==> src/rtl/lamp_fract_sqrt_iter.sv <==
// Iterative Goldschmidt sqrt / inverse-sqrt on a pre-aligned mantissa, U2.(W-2) datapath, LUT seed.
// Latency 2*N_ITER-1 cycles from accept (1 with LAMP_SQRT_ONE_BYPASS_EN for X=1.0); ready_o only in IDLE, result held until ready_i.
module lamp_fract_sqrt_iter #(
    parameter int F_DW      = 7,
    parameter int PREC_DW   = 8,
    parameter int APPROX_DW = 4,
    parameter int N_ITER    = 3,
    parameter int ID_DW     = 4
) (
    input  logic                    clk,
    input  logic                    rst,
    input  logic                    valid_i,
    output logic                    ready_o,
    input  logic                    op_i,
    input  logic [F_DW+1:0]         f_i,
    input  logic [ID_DW-1:0]        id_i,
    input  logic                    flush_i,
    output logic                    valid_o,
    input  logic                    ready_i,
    output logic [2*(F_DW+1)-1:0]   result_o,
    output logic [ID_DW-1:0]        id_o,
    output logic                    range_err_o
);

    localparam int W      = F_DW + 2 + PREC_DW;
    localparam int RES_W  = 2 * (F_DW + 1);
    localparam int IDX_W  = APPROX_DW + 1;
    localparam int SEED_W = APPROX_DW + 2;
    localparam int CNT_W  = (N_ITER > 1) ? $clog2(N_ITER) : 1;
    localparam int SHIFT  = F_DW + 2 - IDX_W;

    // 1.5 in U2.(W-2), used for y = (3 - b) / 2
    localparam logic [W-1:0]      Y_THREE_HALF = W'(3) << (W - 3);
    localparam logic [RES_W-1:0]  RES_ONE      = RES_W'(1) << (RES_W - 1);
    localparam logic [F_DW+1:0]   F_ONE        = {2'b01, {F_DW{1'b0}}};

    // Largest U1.IDX_W seed e with e^2 * midpoint <= 1, saturating at the table width.
    function automatic logic [(2**IDX_W)*SEED_W-1:0] build_lut();
        logic [(2**IDX_W)*SEED_W-1:0] lut;
        longint mid;
        longint lim;
        int     best;
        lut = '0;
        lim = longint'(1) << (2 * IDX_W + F_DW + 1);
        for (int i = 0; i < 2**IDX_W; i++) begin
            mid  = (longint'(i) << SHIFT) + (longint'(1) << (SHIFT - 1));
            best = 0;
            for (int e = 0; e < 2**SEED_W; e++) begin
                if (longint'(e) * longint'(e) * mid <= lim) best = e;
            end
            lut[i*SEED_W +: SEED_W] = SEED_W'(best);
        end
        return lut;
    endfunction

    localparam logic [(2**IDX_W)*SEED_W-1:0] SEED_LUT = build_lut();

    function automatic logic [W-1:0] fmul(input logic [W-1:0] a, input logic [W-1:0] b);
        logic [2*W-1:0] p;
        p = a * b;
        return p[W-2 +: W];
    endfunction

    typedef enum logic [1:0] {S_IDLE, S_MUL, S_UPD, S_DONE} state_t;

    state_t             state_q, state_n;
    logic [W-1:0]       b_q, y_q, r_q;
    logic [W-1:0]       by, b_mul, r_mul;
    logic [CNT_W-1:0]   cnt_q;
    logic               op_q, rng_q, byp_q;
    logic [ID_DW-1:0]   id_q;
    logic               accept, last, bypass_hit;
    logic [SEED_W-1:0]  seed;

    assign ready_o = (state_q == S_IDLE);
    assign accept  = valid_i && ready_o && !flush_i;
    assign seed    = SEED_LUT[f_i[F_DW+1 -: IDX_W]*SEED_W +: SEED_W];

`ifdef LAMP_SQRT_ONE_BYPASS_EN
    assign bypass_hit = (f_i == F_ONE);
`else
    assign bypass_hit = 1'b0;
`endif

    always_comb begin
        by      = fmul(b_q, y_q);
        b_mul   = fmul(by, y_q);
        r_mul   = (cnt_q == '0) ? (op_q ? y_q : by) : fmul(r_q, y_q);
        last    = (cnt_q == CNT_W'(N_ITER - 1));
        state_n = state_q;
        case (state_q)
            S_IDLE:  if (accept) state_n = S_MUL;
            S_MUL:   state_n = (byp_q || last) ? S_DONE : S_UPD;
            S_UPD:   state_n = S_MUL;
            S_DONE:  if (ready_i) state_n = S_IDLE;
            default: state_n = S_IDLE;
        endcase
        if (flush_i) state_n = S_IDLE;
    end

    always_ff @(posedge clk or negedge rst) begin
        if (!rst) begin
            state_q     <= S_IDLE;
            b_q         <= '0;
            y_q         <= '0;
            r_q         <= '0;
            cnt_q       <= '0;
            op_q        <= 1'b0;
            rng_q       <= 1'b0;
            byp_q       <= 1'b0;
            id_q        <= '0;
            valid_o     <= 1'b0;
            result_o    <= '0;
            id_o        <= '0;
            range_err_o <= 1'b0;
        end else begin
            state_q <= state_n;
            if (flush_i) begin
                valid_o <= 1'b0;
            end else begin
                case (state_q)
                    S_IDLE: if (accept) begin
                        b_q   <= {1'b0, f_i, {(PREC_DW-1){1'b0}}};
                        y_q   <= {1'b0, seed, {(W-1-SEED_W){1'b0}}};
                        r_q   <= '0;
                        cnt_q <= '0;
                        op_q  <= op_i;
                        id_q  <= id_i;
                        rng_q <= (f_i[F_DW+1:F_DW] == 2'b00);
                        byp_q <= bypass_hit;
                    end
                    S_MUL: if (byp_q) begin
                        valid_o     <= 1'b1;
                        result_o    <= RES_ONE;
                        id_o        <= id_q;
                        range_err_o <= 1'b0;
                    end else begin
                        b_q <= b_mul;
                        r_q <= r_mul;
                        if (last) begin
                            valid_o     <= 1'b1;
                            result_o    <= rng_q ? '0 : r_mul[W-2 -: RES_W];
                            id_o        <= id_q;
                            range_err_o <= rng_q;
                        end
                    end
                    S_UPD: begin
                        y_q   <= Y_THREE_HALF - (b_q >> 1);
                        cnt_q <= cnt_q + 1'b1;
                    end
                    S_DONE: if (ready_i) valid_o <= 1'b0;
                    default: ;
                endcase
            end
        end
    end

endmodule
==> config.mk <==
export PLATFORM = sky130hd
export DESIGN_NAME = lamp_fract_sqrt_iter
export DESIGN_NICKNAME = d
export VERILOG_FILES = /design/src/rtl/lamp_fract_sqrt_iter.sv
export SDC_FILE = /design/constraint.sdc
export NUM_CORES = 2
export LEC_CHECK = 0
export CAP_MARGIN = 20
export CORE_AREA = 2 2 228 230
export DETAILED_ROUTE_END_ITERATION = 8
export DIE_AREA = 0 0 230 232
export PLACE_DENSITY = 0.81
export SLEW_MARGIN = 15
export SYNTH_ARGS = -nofsm -noshare
export SYNTH_HDL_FRONTEND = slang
export SYNTH_SLANG_ARGS = --single-unit
==> constraint.sdc <==
create_clock -name clk -period 10.93 [get_ports clk]
set_clock_uncertainty 0.05 [all_clocks]
set_input_delay 2.7325 -clock clk [delete_from_list [all_inputs] [get_ports clk]]
set_output_delay 2.7325 -clock clk [all_outputs]
set_load 0.01 [all_outputs]
* Word-level counts from Yosys, hierarchy flattened
Cells that the tools add are included.
** Storage, ports and cells
- Flip-flop bits (word level) :: 83
- Logic and storage cells :: 66
- Bits of input ports :: 19
** Operators by class
- Reduce and logical (&&, ||, !) cells :: 15
- Bitwise operators :: 1
- Equality and inequality tests :: 8
- Multiplexer cells :: 23
- $mul :: 4
- Add/subtract/negate cells :: 2
- Shift operators :: 1
** Operators by type and width (number)
- $shiftx 192x9->6 const A :: 1
- $pmux 17 s2 :: 3
- $mul 17x17->32 :: 3
- $mux 17 :: 5
- $mux 16 :: 2
- $sub 16x16->17 const A :: 1
- $reduce_and 3->1 :: 5
- $mux 2 :: 4
- $pmux 2 s4 :: 1
- $mul 5x2->7 const B :: 1
- $eq 2x2->1 const B :: 3
- $logic_not 2->1 :: 3
- $ne 3x3->1 const B :: 2
- $mux 1 :: 5
- $mux 4 :: 1
- $pmux 2 s2 :: 1
- $reduce_bool 2->1 :: 2
- $ne 3x1->1 const B :: 1
- $reduce_bool 3->1 :: 1
- $add 2x1->2 const B :: 1
- $eq 2x1->1 const B :: 1
- $logic_and 1x1->1 :: 2
- $ne 2x1->1 const B :: 1
- $pmux 1 s2 :: 1
- 3 further kinds :: 3

* Longest topological paths before layout
- Depth after elaboration :: 6
- Depth in mapped cells :: 49

* Worst setup path after synthesis
Ideal clock, no wire load.
- Path kind :: reg2reg
- Start :: register b_q[10]
- End :: register b_q[9]
- Required time :: 10.747 ns
- Cell stages (with the launch flop) :: 45
- Setup time :: 0.133 ns
- Slack :: -0.775 ns
- Data arrival time :: 11.522 ns
- Cells stage by stage :: dfrtp_1 > clkbuf_1 > clkbuf_1 > nand2_1 > fa_1 > fa_1 > fa_1 > fa_1 > inv_1 > fa_1 > inv_1 > fa_1 > inv_1 > ha_1 > o21ai_0 > nor2_1 > o22ai_1 > a21oi_1 > [9 not listed] > inv_1 > fa_1 > fa_1 > fa_1 > inv_1 > fa_1 > inv_1 > ha_1 > nand3_1 > a21oi_1 > a221o_1 > a2111oi_0 > o21bai_1 > a21oi_2 > o21ai_1 > a311o_1 > a311oi_1 > a21oi_1
** On the way
- Word-level cells in the longest chain between the ends :: 3
** Ends and longest elaborated chain
- from (decl) :: line 67 : logic [W-1:0] b_q, y_q, r_q;
- from (signal assigned) :: line 123 : b_q <= {1'b0, f_i, {(PREC_DW-1){1'b0}}};
- from (signal assigned) :: line 138 : b_q <= b_mul;
- $mul 17x17->32 (2 in a row) :: line 60 : p = a * b;
- $pmux 17 s2 :: line 121 : case (state_q)
No other way between the ends.
A chain may end at the register's enable or synchronous reset.

* Final worst setup path
- Start :: register y_q[11]
- End :: register b_q[14]
** On the way
- Word-level cells in the longest chain between the ends :: 3
** Ends and longest elaborated chain
- from (decl) :: line 67
- from (signal assigned) :: line 124 : y_q <= {1'b0, seed, {(W-1-SEED_W){1'b0}}};
- from (signal assigned) :: line 148 : y_q <= Y_THREE_HALF - (b_q >> 1);
- $mul 17x17->32 :: line 60
- $mul 17x17->32 (*) :: line 60
- $pmux 17 s2 (*) :: line 121
Mark *: on every way between the ends. The rest lies on a longest branch, timed or not.

==> metrics.md <==
| Metric | Value |
|---|---|
| Status | `complete, but fails checks` |
| Failing checks | `setup timing` |
| Setup CP Type | `register to register` |
| Largest net degree at the start of global routing | `46` |
| Die Wd | `230 um` |
| Top Usage Layer GRT | `met2` |
| Family with the most delay on the worst path | `adder cells` |
| Async S/R FF share, synth | `100%` |
| Mapped Cells | `3488` |
| CTS Hold Buffers Added | `0` |
| Ys Warns | `0` |
| Post-synth top flop | `dfrtp_1` |
| Antenna violations before repair | `0` |
| Crit-path slowest cell | `fa_1` |
| Most frequent cells in the layout | `inv_1 (796), fa_1 (641), nand2_1 (592)` |
| Post-Route Setup TNS | `-10.33 ns` |
| WP data arrival | `12.23 ns` |
| Slew HR | `32.5%` |
| Port buffer count | `41` |
| CTS max path bufs | `2` |
| Die height | `232 um` |
| Post-place setup slack | `-0.621 ns` |
| Synth Register Bits | `83` |
| RSZ-0062 raised after global routing | `yes` |
| I/O Pins | `42` |
| Core area | `50900 um^2` |
| Worst min path class | `register to register` |
| Initial Utilization | `60.2%` |
| H-tree Lvls | `3` |
| Initial DRC Count | `2034` |
| Sequential area share after synthesis | `6.78%` |
| Area grow syn2layout | `14.7%` |
| Post-Route WL | `86100 um` |
| Period utilization | `110%` |
| Post-layout nets | `4621` |
| Clk pin slew, worst setup/hold paths | `0.07 ns` |
| Met1 Resource Use GR | `39.6%` |
| Clock latency on the worst-skew pair | `0.36 ns` |
| Syn nets | `4464` |
| Detailed Place HPWL | `61100 um` |
| Remaining antenna violation count after routing | `0` |
| First-pass GRT wire length | `135000 um` |
| Post-synth EDFFs | `0` |
| Final Critical Period | `11.99 ns` |
| Gr usage total | `32.0%` |
| DR pass1 iterations | `9` |
| Fmax | `83.4 MHz` |
| GR Util met2 | `54.2%` |
| Synthesized area per cell | `8.79 um^2` |
| Layout cell share with drive strength beyond 1 | `14.8%` |
| Met3 usage | `5.11%` |
| Fin. max-slew vios | `0` |
| Root Buffer | `clkbuf_16` |
| CTS tree | `yes` |
| CTS buffer count | `9` |
| Crit start category | `register` |
| CP peak stage delay | `0.64 ns` |
| Synth area leader | `fa_1` |
| Gr ovfl total | `0` |
| Crit-path most repeated cell | `fa_1` |
| Number of max-cap violations | `0` |
| Final core occ | `69.1%` |
| Worst-margin pin slew | `1.01 ns` |
| CP Capture Type | `register` |
| Vias in the first global route | `27100` |
| Die area | `53400 um^2` |
| Via density | `5.76` |
| Cell variety after synth | `74` |
| Row cnt | `83` |
| Routability cong. | `0.930` |
| Most common cell after layout, fill and taps aside | `inv_1` |
| Final setup violation count | `15` |
| CTS sink count | `83` |
| Post-synth top area share | `43.3%` |
| Mapped Area | `30700 um^2` |
| Synth area leaders | `fa_1 (43%), ha_1 (12%), inv_1 (9.9%), nand2_1 (7.3%), dfrtp_1 (6.8%)` |
| Residual DRC | `0` |
| Wire per inst | `19.9 um` |
| Hold Violations, Final | `0` |
| Vias | `25000` |
| CP required | `11.17 ns` |
| Max FO, Critical Path | `6` |
| Final setup margin | `-1.06 ns` |
| Worst path bufs/invs | `10` |
[worst paths after layout]
| kind | slack, ns | cells past startpoint | endpoint | from |
|---|---|---|---|---|
| worst max-delay path | -1.06 | 44 | b_q[14] | y_q[11] |
| worst min-delay path | 0.44 | 1 | result_o[12] | result_o[12] |
| worst max register to register | -1.06 | 44 | b_q[14] | y_q[11] |
| worst min register to register | 0.44 | 1 | result_o[12] | result_o[12] |
| max in group asynchronous | 7.52 | 2 | b_q[5] | rst |
| min in group asynchronous | 2.30 | 1 | id_q[2] | rst |
[what timing repair did]
action	CTS	global route
setup endpoints to repair	16	17
cloned	1	0
resized for setup	121	97
pin swaps	67	111
setup buffers	47	36
[final cells by class]
cell class | instances | area (um^2)
clock inverters | 7 | 106
flip-flops and latches | 83 | 2110
repair buffers | 353 | 3050
inverters | 813 | 3050
multi-input cells | 2385 | 25800
clock buffers | 9 | 225
diodes | 1 | 2.50
well taps | 680 | 851
fillers | 3530 | 15700
[stage by stage]
step | instances | hold WS [ns] | area (um^2)
global placement | 4234 | 0.413 | 33200
global route | 4330 | 0.465 | 35200
finish | 4331 | 0.440 | 35200
detailed placement | 4234 | 0.417 | 33200
floorplan | 3488 | 0.427 | 31000
CTS | 4297 | 0.440 | 34400
[flip-flops by register name (all words and copies together), names as in the netlist]
signal,cells
b_q,17
cnt_q,2
id_o,4
id_q,4
op_q,1
r_q,17
range_err_o,1
result_o,16
rng_q,1
state_q,2
valid_o,1
y_q,17
[synthesized netlist by cell type, drive strengths merged, types with 9 or more instances]
cell	count
o21a	9
nand3	14
fa	663
and2	327
nor3	11
a21o	25
mux2	13
nor2b	13
ha	294
a21oi	61
xor2	17
and3	11
xnor2	53
nor2	44
o21ai	69
nand2	598
mux2i	10
clkbuf	201
a22o	20
o21bai	10
inv	813
a211oi	9
dfrtp	83
[per-layer routing]
metal | vias to the layer above | share of wire [%]
met3 | 461 | 9.7
met2 | 1526 | 49
met4 | 0 | 6.6
met1 | 12400 | 35
li1 | 10600 | -
met5 | - | 0
[cells by family after synthesis]
group           share of synthesized area (%)
simple gates                             16.8
buf+inv                                  12.5
fa+ha+maj                                55.3
compound gates                           5.69
flops                                    6.78
xor+xnor                                 2.16
mux                                     0.804
Power is left out: the tool's default activity adds up to more than one toggle a clock period on the data nets, which glitch-free logic cannot reach.
